## src/rtl/seq_divider.sv

```systemverilog
// Sequential unsigned restoring divider: one quotient bit per SHIFT/SUBTRACT pair.
// Moore controller with a 2-bit state register, combinational next-state and decode.
module seq_divider #(
    parameter int WIDTH = 8
) (
    input  logic             clock,
    input  logic             reset,
    input  logic             start_i,
    input  logic [WIDTH-1:0] dividend_i,
    input  logic [WIDTH-1:0] divisor_i,
    output logic             busy_o,
    output logic             done_o,
    output logic [WIDTH-1:0] quotient_o,
    output logic [WIDTH-1:0] remainder_o,
    output logic             div_by_zero_o,
    output logic [1:0]       state_o
);

    localparam int CW = $clog2(WIDTH) + 1;

    typedef enum logic [1:0] {
        IDLE     = 2'b00,
        SHIFT    = 2'b01,
        SUBTRACT = 2'b10,
        DONE     = 2'b11
    } state_t;

    state_t           state_q, state_d;
    logic [WIDTH:0]   rem_q, rem_d;
    logic [WIDTH-1:0] quo_q, quo_d;
    logic [WIDTH-1:0] dvsr_q, dvsr_d;
    logic [CW-1:0]    count_q, count_d;
    logic             dbz_q, dbz_d;
    logic [WIDTH+1:0] diff;

    // Trial subtraction; a set MSB means the divisor did not fit and rem is restored.
    function automatic logic [WIDTH+1:0] trial_sub(input logic [WIDTH:0] r,
                                                   input logic [WIDTH-1:0] d);
        trial_sub = {1'b0, r} - {2'b00, d};
    endfunction

    always_comb begin
        state_d = state_q;
        rem_d   = rem_q;
        quo_d   = quo_q;
        dvsr_d  = dvsr_q;
        count_d = count_q;
        dbz_d   = dbz_q;
        diff    = trial_sub(rem_q, dvsr_q);
        unique case (state_q)
            IDLE: begin
                if (start_i) begin
                    rem_d   = '0;
                    quo_d   = dividend_i;
                    dvsr_d  = divisor_i;
                    count_d = '0;
                    dbz_d   = (divisor_i == '0);
                    if (divisor_i == '0) begin
                        quo_d   = '1;
                        rem_d   = {1'b0, dividend_i};
                        state_d = DONE;
                    end else begin
                        state_d = SHIFT;
                    end
                end
            end
            SHIFT: begin
                {rem_d, quo_d} = {rem_q[WIDTH-1:0], quo_q, 1'b0};
                state_d        = SUBTRACT;
            end
            SUBTRACT: begin
                if (!diff[WIDTH+1]) begin
                    rem_d    = diff[WIDTH:0];
                    quo_d[0] = 1'b1;
                end
                count_d = count_q + 1'b1;
                state_d = (count_q == CW'(WIDTH - 1)) ? DONE : SHIFT;
            end
            DONE: begin
                state_d = IDLE;
            end
            default: state_d = IDLE;
        endcase
    end

    always_comb begin
        busy_o        = (state_q == SHIFT) || (state_q == SUBTRACT);
        done_o        = (state_q == DONE);
        quotient_o    = quo_q;
        remainder_o   = rem_q[WIDTH-1:0];
        div_by_zero_o = dbz_q;
        state_o       = state_q;
    end

    always_ff @(posedge clock) begin
        if (reset) begin
            state_q <= IDLE;
            rem_q   <= '0;
            quo_q   <= '0;
            dvsr_q  <= '0;
            count_q <= '0;
            dbz_q   <= 1'b0;
        end else begin
            state_q <= state_d;
            rem_q   <= rem_d;
            quo_q   <= quo_d;
            dvsr_q  <= dvsr_d;
            count_q <= count_d;
            dbz_q   <= dbz_d;
        end
    end

endmodule
```

## config.mk

```make
export PLATFORM = sky130hd
export DESIGN_NAME = seq_divider
export DESIGN_NICKNAME = d
export VERILOG_FILES = /design/src/rtl/seq_divider.sv
export SDC_FILE = /design/constraint.sdc
export NUM_CORES = 1
export LEC_CHECK = 0
export ABC_AREA = 1
export BUFFER_PORTS_ARGS = -buffer_cell sky130_fd_sc_hd__buf_2
export CAP_MARGIN = 20
export CORE_ASPECT_RATIO = 1.2
export CORE_UTILIZATION = 30
export CTS_CLUSTER_SIZE = 20
export DETAILED_ROUTE_END_ITERATION = 8
export SLEW_MARGIN = 0
export SYNTH_ARGS = -nofsm -noshare
export SYNTH_HDL_FRONTEND = slang
export SYNTH_SLANG_ARGS = --single-unit
```

## constraint.sdc

```tcl
create_clock -name clock -period 1.8 [get_ports clock]
set_clock_uncertainty 0.05 [all_clocks]
set_input_delay 0.27 -clock clock [delete_from_list [all_inputs] [get_ports clock]]
set_output_delay 0.27 -clock clock [all_outputs]
set_load 0.01 [all_outputs]
```

# ---- After elaboration in Yosys (flattened, before gate mapping)
# Index checks and enable logic that the tools add are counted.
dict set report word_totals {
  regBits 32
  word_cells 40
}
dict set report classes {
  n_eq_ne 6
  n_reduce_logical 10
  mux 15
  add_sub_neg 2
}
# cell count
set op_table {}
lappend op_table {{9-bit one-hot mux with 3 select lines} 1}
lappend op_table {{8-bit two-way mux} 3}
lappend op_table {{9-bit two-way mux} 2}
lappend op_table {{7-bit one-hot mux with 2 select lines} 1}
lappend op_table {{9-bit by 8-bit subtractor with 10-bit output} 1}
lappend op_table {{8-bit zero test} 1}
lappend op_table {{2-bit one-hot mux with 4 select lines} 1}
lappend op_table {{4-bit one-hot mux with 2 select lines} 1}
lappend op_table {{2-bit two-way mux} 3}
lappend op_table {{2-bit AND reduction} 3}
lappend op_table {{4-bit by 1-bit adder with 4-bit output, second input constant} 1}
lappend op_table {{2-bit == test, second input constant} 2}
lappend op_table {{4-bit by 3-bit == test with 1-bit output, second input constant} 1}
lappend op_table {{4-bit two-way mux} 1}
lappend op_table {{2-bit != test, second input constant} 2}
lappend op_table {{2-bit nonzero test} 2}
lappend op_table {{1-bit one-hot mux with 3 select lines} 1}
lappend op_table {{3-bit AND reduction} 1}
lappend op_table {{3-bit nonzero test} 1}
lappend op_table {{2-bit by 1-bit == test with 1-bit output, second input constant} 1}
lappend op_table {{2-bit zero test} 1}
lappend op_table {{1-bit logical OR} 1}
lappend op_table {{1-bit two-way mux} 1}

# ---- Longest topological paths before layout
dict set report logic_depth {
  word_depth 4
  mapped_depth 13
  depth_no_buf 13
}

# ---- Worst setup path before layout
# Ideal clock, no wire load.
dict set report synth_path {
  path_kind {register to register}
  start {register state_q[0], in the netlist state_o[0]}
  end {register rem_q[5]}
  t_arrival_ns 1.613
  path_slack_ns 0.023
  synth_period_minus_slack_ns 1.777
  path_buffers 1
  path_stages_with_launch 10
  required_time_ns 1.635
  path_cell_list {dfxtp_1 -> inv_1 -> ha_1 -> inv_2 -> nor2_1 -> nor2_1 -> nand2_4 -> buf_6 -> nor3_2 -> nor2_1}
}
dict set report synth_between {
  elab_chain_len 3
  elab_cells_between_ends 8
  classes_between {4 x eq/ne; 1 x mux; 3 x reduce/logical}
}
# item line
set synth_lines {}
lappend synth_lines {{start, declared} 28} ;# state_t state_q, state_d;
lappend synth_lines {{start signal, assigned} 104} ;# state_q <= state_d;
lappend synth_lines {{2-bit == test (tied with other cells)} 50} ;# unique case (state_q)
lappend synth_lines {{2-bit != test (no source line) or 3-bit nonzero test (tied branches)} n/a}
lappend synth_lines {{3-bit AND reduction (no source line)} n/a}
lappend synth_lines {{end signal, assigned} 105} ;# rem_q <= rem_d;
lappend synth_lines {{end, declared} 29} ;# logic [WIDTH:0] rem_q, rem_d;
# Several ways; a longest one is shown, not always the timed one.
# A chain may end at the register's enable or synchronous reset.

# ---- Worst setup path in the final report
dict set report layout_path {
  start {register rem_q[0]}
  end {register rem_q[2]}
}
dict set report layout_between {
  elab_chain_len 3
  elab_cells_between_ends 5
  classes_between {1 x add/sub; 1 x eq/ne; 2 x mux; 1 x reduce/logical}
}
# item line
set layout_lines {}
lappend layout_lines {{9-bit by 8-bit subtractor with 10-bit output *} 39} ;# trial_sub = {1'b0, r} - {2'b00, d};
lappend layout_lines {{9-bit two-way mux or 2-bit != test (tied branches)} n/a}
lappend layout_lines {{9-bit one-hot mux with 3 select lines or 3-bit AND reduction (tied branches)} n/a}
# Every way passes the cells marked *; elsewhere a longest branch is shown, timed or not. The select of a mux whose other input is x is not followed.

==> results.cfg <==
[final_layout]
drive_gt1_share_pct = 31.9
antennaDiodeCount = 0
area_delta_synth_final_pct = 33.2
fin_area_um2 = 2710
fill_cells = 710
final_nets = 396

[logic_synthesis]
synth_area_um2 = 2040
synth_xor_area_share_pct = 0
yosys_warnings = 0
synthTopCellsByArea = dfxtp_1, nand2_1, ha_1, a21oi_1, inv_1
synth_edf_count = 0
synth-compound-area-share_pct = 18.4
synthDominantCellAreaShare_pct = 31.4
yosysMostFrequentCell = nand2_1
synth_top_family_by_area = simple AND/OR/NAND/NOR gates
ys_types = 37
synth.avg_cell_area_um2 = 6.70
syn_nets = 337
synth.top_cells.by_count = nand2_1, inv_1, dfxtp_1, a21oi_1, nor2_1
synth_async_sr_flop_share_pct = 0
seq_area_frac_synth_pct = 31.4
synth_seq_cells = 32
synth_mux_area_share_pct = 0
yosys.area.top_type = dfxtp_1
synth-simple-area-share_pct = 29.0
synth_ff_type = dfxtp_1
synth_cells = 304
synth_adder_area_share_pct = 8.97

[power_and_ir_drop]
power.density_nw_per_um2 = 767
pwr-share-comb_pct = 33.4
clockPowerShare_pct = 28.4
peakVddDrop_uv = 443
power_switching_uw = 715
power_frac_seq_pct = 38.2
cellLeakagePower_uw = 0.00127
swShare_pct = 34.4
p_int_uw = 1370

[clocking]
clkSinkCount = 32
clock-root-buffer = clkbuf_8
clk_path_buf_depth = 2
cts_tree = done
clock_latency_ps = 290
clk_pin_slew_ps = 70
numCtsBuffers = 5
cts_htree_levels = 2

[sta]
drv_slew = 0
setup_violations = 0
holdWs_ps = 222
relSlewSlack_pct = 78.8
worst_slack_ps = 47.6
rsz0062_at_grt = yes
min_period_over_period_pct = 97.4
period_needed_ps = 1750
max_freq_mhz = 571
hold_viol_final = 0
tightest_slew_ps = 318

[floorplanning]
die_w_um = 77.2
die_h_um = 92.3
die-area_um2 = 7120
io_pins = 40
row_count = 32
core_area_um2 = 6490
start_util_pct = 31.4

[detailed_routing]
drt-initial-drc-count = 83
drt_wl_total_mm = 5.81
route.detailed.drc = 0
vias_per_cell = 4.76
vias = 2135
first_pass_iters = 4
ant_nets = 0
wl_per_cell_um = 12.9

[critical_path]
critPathCaptureType = flop
critPathKind = flop to flop
crit_chain = inv_2 -> ha_4 -> inv_2 -> fa_2 -> buf_4 -> nor2_1 -> nor2_1 -> a22oi_1 -> nand2_1 -> nand3_2 -> a21oi_1
slowest_stage = fa_2
max_stage_delay_ps = 360
cp-startpoint = rem_q[0]
r2r_start = rem_q[0]
worstPathArrival_ps = 1880
start_kind = flop
cp_max_fo = 2
worstPathRequired_ps = 1920

[global_route]
grt_use_met3_pct = 3.28
met2_usage_pct = 31.2
grtUsageTotal_pct = 17.1
grt_max_degree = 19
grt.busiest_layer = met2
grt_pass1_vias = 2048
antenna_found_initial = 0
grt_use_met1_pct = 18.8
overflow = 0
grt_pass1_wl_mm = 9.47

[outcome]
status = finished, final reports clean

[placed_design]
hpwl_mm = 4.56
port_buffers = 39
place_congestion = 0.871
pre_cts_ws_ps = -52.0
placed_area_um2 = 2450

[min_path]
hold_start = divisor_i[5]
hold_path_class = input pin to flop

[run]
cap_viol_max_count = 0
-- kinds of logic (layout without fill, tap and decap cells) --
logic type                 Yosys count  in the layout
buffers and inverters               55            115
AOI/OAI and AO/OA                   68             68
DFF                                 32             32
and+or+nand+nor                    135            135
adders and majority gates           14             14
-- area by class of cell --
cell class | instances | area (µm²) | area share, %
multi-input cells | 217 | 1300 | 47.9
flip-flops and latches | 32 | 646 | 23.8
repair buffers | 67 | 418 | 15.4
inverters | 40 | 150 | 5.54
well taps | 85 | 106 | 3.92
clock buffers | 7 | 86.3 | 3.18
clock inverters | 1 | 7.51 | 0.277
-- through the flow --
step,cells,power (µW),utilization (%),setup TNS (ps)
after global placement,439,1400,37.8,0
final,449,2080,41.8,0
after global routing,449,2200,41.8,-236
after CTS,447,2000,39.4,0
after floorplan,304,1190,-,0
after detailed placement,439,1410,37.8,-116
-- cell usage in the layout (no fill, tap or decap), drive strengths merged, types with 2 or more instances in the layout --
| master | netlist | layout |
|---|---|---|
| o211ai | 2 | 2 |
| nand2 | 77 | 77 |
| o21ai | 22 | 22 |
| o22ai | 6 | 6 |
| buf | 12 | 67 |
| nand4 | 2 | 2 |
| clkbuf | 3 | 7 |
| nor2 | 32 | 32 |
| inv | 39 | 39 |
| nand3 | 16 | 16 |
| a21oi | 32 | 32 |
| nor3 | 4 | 4 |
| dfxtp | 32 | 32 |
| ha | 13 | 13 |
| a22oi | 2 | 2 |
-- critical path: cells and delay by family, from the launching register on --
family / cells / cell delay, ps
AO/OA/AOI/OAI: 2 / 210
AND/OR/NAND/NOR: 4 / 310
flip-flops: 1 / 320
adder cells (fa/ha/maj): 2 / 490
buffers and inverters: 3 / 260
-- per-layer routing --
metal  up-vias  share of wire [%]
met5         -                  0
met1       973                 42
met2        46                 52
met3        16                3.4
li1       1100                  -
met4         0                2.9
-- power groups by stage --
stage | combinational, µW | clock, µW | sequential [µW]
finish | 695 | 590 | 795
global route | 773 | 630 | 801
floorplan | 378 | 0 | 813
CTS | 612 | 598 | 790
global placement | 596 | 0 | 806
detailed placement | 602 | 0 | 806
-- final timing paths --
path | to | slack (ps) | cells past startpoint
setup / recovery | rem_q[2] | 50 | 11
setup reg to reg | rem_q[2] | 50 | 11
hold / removal | dvsr_q[5] | 220 | 3
hold reg to reg | dvsr_q[7] | 410 | 2
-- registers in the layout, summed over array words and instances, names as in the netlist --
signal / cells
state_o: 2
quotient_o: 8
rem_q: 9
dvsr_q: 8
count_q: 4
div_by_zero_o: 1
-- timing repair --
item                                    in CTS  in global routing
hold endpoints to repair                     0                  0
setup buffers                                0                  2
endpoints found under the setup margin       3                 16
pin swaps                                    1                 13
hold buffers                                 0                  0
gates resized for setup                      4                 35
Note: power is estimated with default switching activity, not from simulation.
